===== src/rtl/instr_loader.sv =====
// Instruction loader: assembles an MSB-first byte stream into TAM-bit words
// and writes them to consecutive instruction-memory addresses until an
// all-ones end marker is written or the memory is full.
module instr_loader #(
    parameter int TAM   = 32,    // instruction word width, a multiple of 8
    parameter int DEPTH = 2048,  // instruction memory words, must equal 2**AW
    parameter int AW    = 11     // write-address width
) (
    input  logic            clk,
    input  logic            rst_n,
    input  logic            start,
    input  logic [7:0]      in_byte,
    input  logic            in_valid,
    output logic            in_ready,
    output logic            wr_en,
    output logic [AW-1:0]   wr_addr,
    output logic [TAM-1:0]  wr_data,
    output logic            busy,
    output logic            done,
    output logic            overflow,
    output logic [AW:0]     word_count
);

    // Bytes per word and the width of the counter that walks through them.
    localparam int BPW = TAM / 8;
    localparam int CW  = (BPW > 1) ? $clog2(BPW) : 1;

    localparam logic [CW-1:0] LAST_BYTE = CW'(BPW - 1);
    localparam logic [AW-1:0] LAST_ADDR = AW'(DEPTH - 1);
    localparam logic [AW:0]   COUNT_ONE = {{AW{1'b0}}, 1'b1};
    localparam logic [AW-1:0] ADDR_ONE  = {{(AW-1){1'b0}}, 1'b1};

    localparam logic [1:0] S_IDLE  = 2'd0;
    localparam logic [1:0] S_LOAD  = 2'd1;
    localparam logic [1:0] S_WRITE = 2'd2;
    localparam logic [1:0] S_DONE  = 2'd3;

    logic [1:0]     state_q,      state_d;
    logic [TAM-1:0] word_q,       word_d;
    logic [CW-1:0]  byte_cnt_q,   byte_cnt_d;
    logic [AW-1:0]  wr_addr_q,    wr_addr_d;
    logic [TAM-1:0] wr_data_q,    wr_data_d;
    logic [AW:0]    word_count_q, word_count_d;
    logic           done_q,       done_d;
    logic           overflow_q,   overflow_d;

    logic           accept;
    logic [TAM-1:0] word_shifted;
    logic [BPW-1:0] byte_all_ones;
    logic           is_marker;

    // The end marker is recognised lane by lane; every byte must be 8'hFF.
    genvar gi;
    generate
        for (gi = 0; gi < BPW; gi++) begin : g_marker
            assign byte_all_ones[gi] = &wr_data_q[gi*8 +: 8];
        end
    endgenerate

    assign is_marker = &byte_all_ones;

    // Ready is a pure function of state so it never depends on in_valid.
    assign accept       = in_valid && (state_q == S_LOAD);
    assign word_shifted = {word_q[TAM-9:0], in_byte};

    // Next-state and datapath updates for the load state machine.
    always_comb begin
        state_d      = state_q;
        word_d       = word_q;
        byte_cnt_d   = byte_cnt_q;
        wr_addr_d    = wr_addr_q;
        wr_data_d    = wr_data_q;
        word_count_d = word_count_q;
        done_d       = done_q;
        overflow_d   = overflow_q;

        case (state_q)
            S_IDLE, S_DONE: begin
                // A restart from DONE behaves exactly like a start from IDLE.
                if (start) begin
                    state_d      = S_LOAD;
                    word_d       = '0;
                    byte_cnt_d   = '0;
                    wr_addr_d    = '0;
                    word_count_d = '0;
                    done_d       = 1'b0;
                    overflow_d   = 1'b0;
                end
            end

            S_LOAD: begin
                // start is deliberately ignored here; only bytes matter.
                if (accept) begin
                    word_d = word_shifted;
                    if (byte_cnt_q == LAST_BYTE) begin
                        // Capture the full word separately so wr_data keeps the
                        // last-written value while the next word assembles.
                        state_d   = S_WRITE;
                        wr_data_d = word_shifted;
                    end else begin
                        byte_cnt_d = byte_cnt_q + 1'b1;
                    end
                end
            end

            S_WRITE: begin
                byte_cnt_d   = '0;
                word_count_d = word_count_q + COUNT_ONE;
                // Marker wins over a full memory: the final word was the marker.
                if (is_marker) begin
                    state_d = S_DONE;
                    done_d  = 1'b1;
                end else if (wr_addr_q == LAST_ADDR) begin
                    state_d    = S_DONE;
                    done_d     = 1'b1;
                    overflow_d = 1'b1;
                end else begin
                    state_d   = S_LOAD;
                    wr_addr_d = wr_addr_q + ADDR_ONE;
                end
            end

            default: begin
                state_d = S_IDLE;
            end
        endcase
    end

    // State registers; reset drops any partially assembled word at once.
    always_ff @(posedge clk or negedge rst_n) begin
        if (!rst_n) begin
            state_q      <= S_IDLE;
            word_q       <= '0;
            byte_cnt_q   <= '0;
            wr_addr_q    <= '0;
            wr_data_q    <= '0;
            word_count_q <= '0;
            done_q       <= 1'b0;
            overflow_q   <= 1'b0;
        end else begin
            state_q      <= state_d;
            word_q       <= word_d;
            byte_cnt_q   <= byte_cnt_d;
            wr_addr_q    <= wr_addr_d;
            wr_data_q    <= wr_data_d;
            word_count_q <= word_count_d;
            done_q       <= done_d;
            overflow_q   <= overflow_d;
        end
    end

    // Strobes decode straight from state, so reset clears them immediately.
    assign in_ready   = (state_q == S_LOAD);
    assign wr_en      = (state_q == S_WRITE);
    assign busy       = (state_q == S_LOAD) || (state_q == S_WRITE);
    assign done       = done_q;
    assign overflow   = overflow_q;
    assign wr_addr    = wr_addr_q;
    assign wr_data    = wr_data_q;
    assign word_count = word_count_q;

endmodule

===== config.mk =====
export PLATFORM = sky130hd
export DESIGN_NAME = instr_loader
export DESIGN_NICKNAME = d
export VERILOG_FILES = /design/src/rtl/instr_loader.sv
export SDC_FILE = /design/constraint.sdc
export NUM_CORES = 1
export LEC_CHECK = 0
export CELL_PAD_IN_SITES_DETAIL_PLACEMENT = 1
export CELL_PAD_IN_SITES_GLOBAL_PLACEMENT = 1
export CORE_MARGIN = 8
export CORE_UTILIZATION = 44
export CTS_CLUSTER_SIZE = 24
export DETAILED_ROUTE_END_ITERATION = 7
export PLACE_DENSITY_LB_ADDON = 0.1
export SKIP_CTS_REPAIR_TIMING = 1
export SYNTH_ARGS = -nofsm -noshare
export SYNTH_HDL_FRONTEND = slang
export SYNTH_SLANG_ARGS = --single-unit

===== constraint.sdc =====
create_clock -name clk -period 5.3 [get_ports clk]
set_clock_uncertainty 0.05 [all_clocks]
set_input_delay 1.325 -clock clk [delete_from_list [all_inputs] [get_ports clk]]
set_output_delay 1.325 -clock clk [all_outputs]
set_load 0.1 [all_outputs]

== After elaboration in Yosys (flattened, before gate mapping) ==
Cells that the tools add are included.
Word-level totals
  bits of input ports: 12
  flip-flop bits (word level): 85
  logic and storage cells: 64
  output and inout port bits: 60
Operators by class
  $add $sub $neg: 3
  reductions and logical operators: 15
  equality and inequality tests: 13
  mux-type cells: 25
Operators with widths (number)
  $mux 24: 2
  $pmux 24 s2: 1
  $mux 11: 3
  $reduce_and 32->1: 1
  $pmux 12 s2: 1
  $pmux 11 s2: 1
  $mux 2: 8
  $reduce_and 3->1: 5
  $add 12x1->12 const B: 1
  $mux 12: 1
  $pmux 2 s3: 2
  $add 11x1->11 const B: 1
  $eq 11x11->1 const B: 1
  $ne 2x2->1 const B: 4
  $reduce_and 4->1: 2
  $eq 2x2->1 const B: 3
  $ne 2x1->1 const B: 3
  $mux 1: 4
  $pmux 1 s2: 2
  $reduce_bool 2->1: 2
  $ne 3x1->1 const B: 1
  $add 2x1->2 const B: 1
  $eq 2x1->1 const B: 1
  $logic_not 2->1: 1
  other kinds (4): 4

== Logic depth before layout (Yosys ltp) ==
  word-level depth: 4
  mapped depth: 8
  gate-level depth less buffers: 7

== Worst setup path after synthesis ==
Ideal clock, no wire load.
  path type: flip-flop to output port
  start: reg state_q[0]
  end: out busy
  stages on the path, launching flop included: 4
  required time: 3.925 ns
  setup slack: 2.529 ns
  buffers on the path: 0
  arrival time: 1.396 ns
  path through: dfrtp_1 -> inv_1 -> ha_1 -> inv_1
On the way
  cells in the longest elaborated chain, start to end: 2
  elaborated cells on any way between the ends: 3
  those cells by class: eq/ne (2); reduce/logical (1)
Ends and longest elaborated chain
  from (decl): RTL line 38  | logic [1:0] state_q, state_d;
  from (signal assigned): RTL line 141  | state_q <= state_d;
  $eq 2x1->1 / $eq 2x2->1 (equally long branches): RTL line 155  | assign busy = (state_q == S_LOAD) || (state_q == S_WRITE);
  $logic_or 1x1->1 (*): RTL line 155
  to (decl): RTL line 18  | output logic busy,
Mark *: on every way between the ends. The rest lies on a longest branch, timed or not.

== Worst setup path in the final report ==
  start: reg state_q[0]
  end: out wr_en
On the way
  cells in the longest elaborated chain, start to end: 1
Ends and longest elaborated chain
  $eq 2x2->1: RTL line 154  | assign wr_en = (state_q == S_WRITE);
  to (decl): RTL line 15  | output logic wr_en,
Every way passes these cells.

==> out/metrics.csv <==
stage;metric;value;unit
power;P_sw;1005;uW
final_layout;fraction of layout cells with a size suffix above 1;16.32;%
power;total power draw;2230;uW
global_route;grt total ovfl;0;
clock_tree;CTS max path bufs;2;
flow_run;maxcap violations;0;
setup_path;CP delay by family, top;buffers and inverters;
die;I/O pin count;72;
global_route;vias in the first global route;2832;
power;sequential power share;39.2;%
sta;worst-margin pin slew;1069;ps
outcome;status;completed;
global_route;met2 GRT Util;22.93;%
synthesis;Seq cells post-synth;85;
global_route;busiest layer in global routing;met1;
setup_path;crit-path cells;inv_1, ha_1, clkdlybuf4s50_1;
hold_path;min-delay worst type;reg -> reg;
final_layout;most frequent cells in the layout;85 x dfrtp_1, 70 x clkdlybuf4s50_1, 33 x mux2_2;
synthesis;register area share after synthesis;56.67;%
final_layout;multi-input logic area;1521;um2
power;Internal;1225;uW
sta;crit path time final;3973;ps
setup_path;Setup crit end kind;output pin;
setup_path;Bufs and invs on worst path;2;
clock_tree;CTS tree;done;
power;Comb power frac;39.5;%
route;routed vias/inst;5.637;
die;Die Area;11740;um2
sta;min setup slack post-route;1327;ps
setup_path;Worst Path Arrival;2600;ps
placed_design;Final HPWL DP;6.450;mm
route;routed wire length;9.253;mm
clock_tree;H-tree Lvls;3;
clock_tree;Root Driver;clkbuf_8;
clock_tree;CTS clk-pin slew, worst paths;90;ps
final_layout;synth-to-layout area growth;26.30;%
die;Core Region;8258;um2
power;Sw Share;45.08;%
route;initial detailed-routing violation count;112;
sta;setup violators final;0;
sta;RSZ-0062 raised after global routing;false;
setup_path;crit-path max FO;15;
die;Chip Height;108.4;um
sta;Fmax achieved;251.7;MHz
sta;max_slew headroom;28.74;%
synthesis;Syn Std Cell Area;3754;um2
sta;Hold Violations, Final;0;
placed_design;Placer Congestion;0.7224;
setup_path;Crit path required time;3920;ps
global_route;M1 GR Usage;23.69;%
global_route;GRT Total Usage;16.26;%
die;Site Rows;33;
power;Static Leakage;0.002147;uW
clock_tree;Num CTS Buffers;9;
die;initial core utilization;45.45;%
placed_design;Post-Place Setup Slack;1697;ps
sta;WHS;454.1;ps
sta;Slew Limit Fails;0;
global_route;GR Util met3;3.629;%
synthesis;syn_nets;324;
sta;fin crit share;74.97;%
route;DRC viols;0;
synthesis;Synth cell types;44;
power;clock power share;21.3;%
power;pwr dens;470.4;nW/um2
placed_design;Post-DP Area;4537;um2
synthesis;post-synthesis cell count;306;
placed_design;Port-buffer cells;71;
sta;setup TNS;0;ps
global_route;initial antenna violation count;0;
global_route;global-route wire length before repair;15.19;mm
synthesis;syn avg cell area;12.27;um2
setup_path;critical path class;reg -> out;
route;DR pass1 iterations;4;
global_route;largest net degree at the start of global routing;86;
power;Peak VDD IR;298.3;uV
route;vias;2734;
setup_path;Max stage delay on crit path;1250;ps
synthesis;Synth Warn #;0;
setup_path;slowest CP cell;clkdlybuf4s50_1;
final_layout;Seq. cell area;2127;um2
final_layout;fin nets;393;
final_layout;Design Area, Final;4741;um2
route;Final ANT Viol Nets;0;
route;Avg WL per Cell;19.08;um
clock_tree;CTS sink count;85;
final_layout;most common cell after layout, fill and taps aside;dfrtp_1;
final_layout;layout filler cell count;887;
final_layout;n_diodes;0;
die;Horiz. Die Dim;108.4;um
clock_tree;worst skew pair latency;350;ps
setup_path;Startpoint Class;flop;
==> cell usage after synthesis (all sizes together) <==
master | count | share of area, %
o21ai | 10 | 1.3
nand4b | 1 | 0.23
clkbuf | 11 | 1.1
nor4 | 2 | 0.90
nand4 | 13 | 2.2
o21a | 1 | 0.20
a22o | 30 | 7.0
o211ai | 1 | 0.20
a31oi | 2 | 0.33
o22ai | 1 | 0.17
dfrtp | 85 | 57
nor3 | 5 | 0.67
nor3b | 1 | 0.20
buf | 4 | 0.80
or3 | 2 | 0.33
inv | 9 | 0.90
o211a | 1 | 0.27
o32a | 1 | 0.27
a211oi | 1 | 0.33
a32o | 5 | 1.4
nand2b | 5 | 0.83
mux2i | 2 | 0.53
and3 | 8 | 1.5
xor2 | 1 | 0.23
or4 | 1 | 0.30
nand3 | 11 | 1.7
a311oi | 2 | 0.63
nand2 | 23 | 2.3
nor2 | 11 | 1.1
ha | 6 | 2.0
mux2 | 34 | 10
a31o | 3 | 0.70
a21oi | 9 | 1.5
a2111oi | 1 | 0.23
a41o | 3 | 0.80
==> routing by layer <==
layer  part of all wire (%)  wire (um)
met5                      0          0
met4                    1.5        138
met3                    5.1        473
met2                     44       4049
met1                     50       4591
==> final cells by class <==
class	instances	share of cell area (%)
timing repair buffer	73	15.25
inverter	9	0.7126
tap	105	2.771
clock buffer	9	2.613
clock inverter	7	1.689
multi-input combinational	197	32.09
sequential	85	44.87
==> power by group through the flow <==
| stage | Combinational, uW | Clock, uW | Sequential (uW) |
|---|---|---|---|
| floorplan | 340 | 0 | 1190 |
| global placement | 874 | 0 | 875 |
| detailed placement | 887 | 0 | 886 |
| CTS | 892 | 492 | 873 |
| global route | 937 | 514 | 890 |
| finish | 881 | 475 | 873 |
==> final timing paths <==
path                                             start                       to  slack, ps  cells after the start
worst min register to register  word_q[18]$_DFFE_PN0P_   word_q[18]$_DFFE_PN0P_        450                      1
min in group asynchronous                        rst_n   wr_addr[3]$_DFFE_PN0P_       1110                      1
max in group asynchronous                        rst_n  wr_data[15]$_DFFE_PN0P_       3410                      1
worst min-delay path            word_q[18]$_DFFE_PN0P_   word_q[18]$_DFFE_PN0P_        450                      1
worst max register to register  state_q[0]$_DFFE_PN0P_   wr_addr[3]$_DFFE_PN0P_       2570                      6
worst max-delay path            state_q[0]$_DFFE_PN0P_                    wr_en       1330                      3
==> cell families (layout without fill, tap and decap cells) <==
group                    Yosys count  after routing  synth area share (%)
AND/OR/NAND/NOR                   83             83                 12.23
multiplexers                      36             36                 10.73
XOR/XNOR                           1              1                0.2334
flip-flops                        85             85                 56.67
AO/OA/AOI/OAI                     71             71                 15.33
buffers and inverters             24             98                 2.800
adder cells (fa/ha/maj)            6              6                 2.000
==> through the flow <==
step,util (%),instances
2_1_floorplan,-,306
3_3_place_gp,54.94,469
6_report,57.41,485
3_5_place_dp,54.94,469
4_1_cts,57.41,485
5_1_grt,57.41,485
==> sequential cells by signal, indices dropped and copies added (netlist names) <==
name,flops
wr_data,32
byte_cnt_q,2
done,1
overflow,1
state_q,2
wr_addr,11
word_count,12
word_q,24
Power figures use the tool's default switching activity.
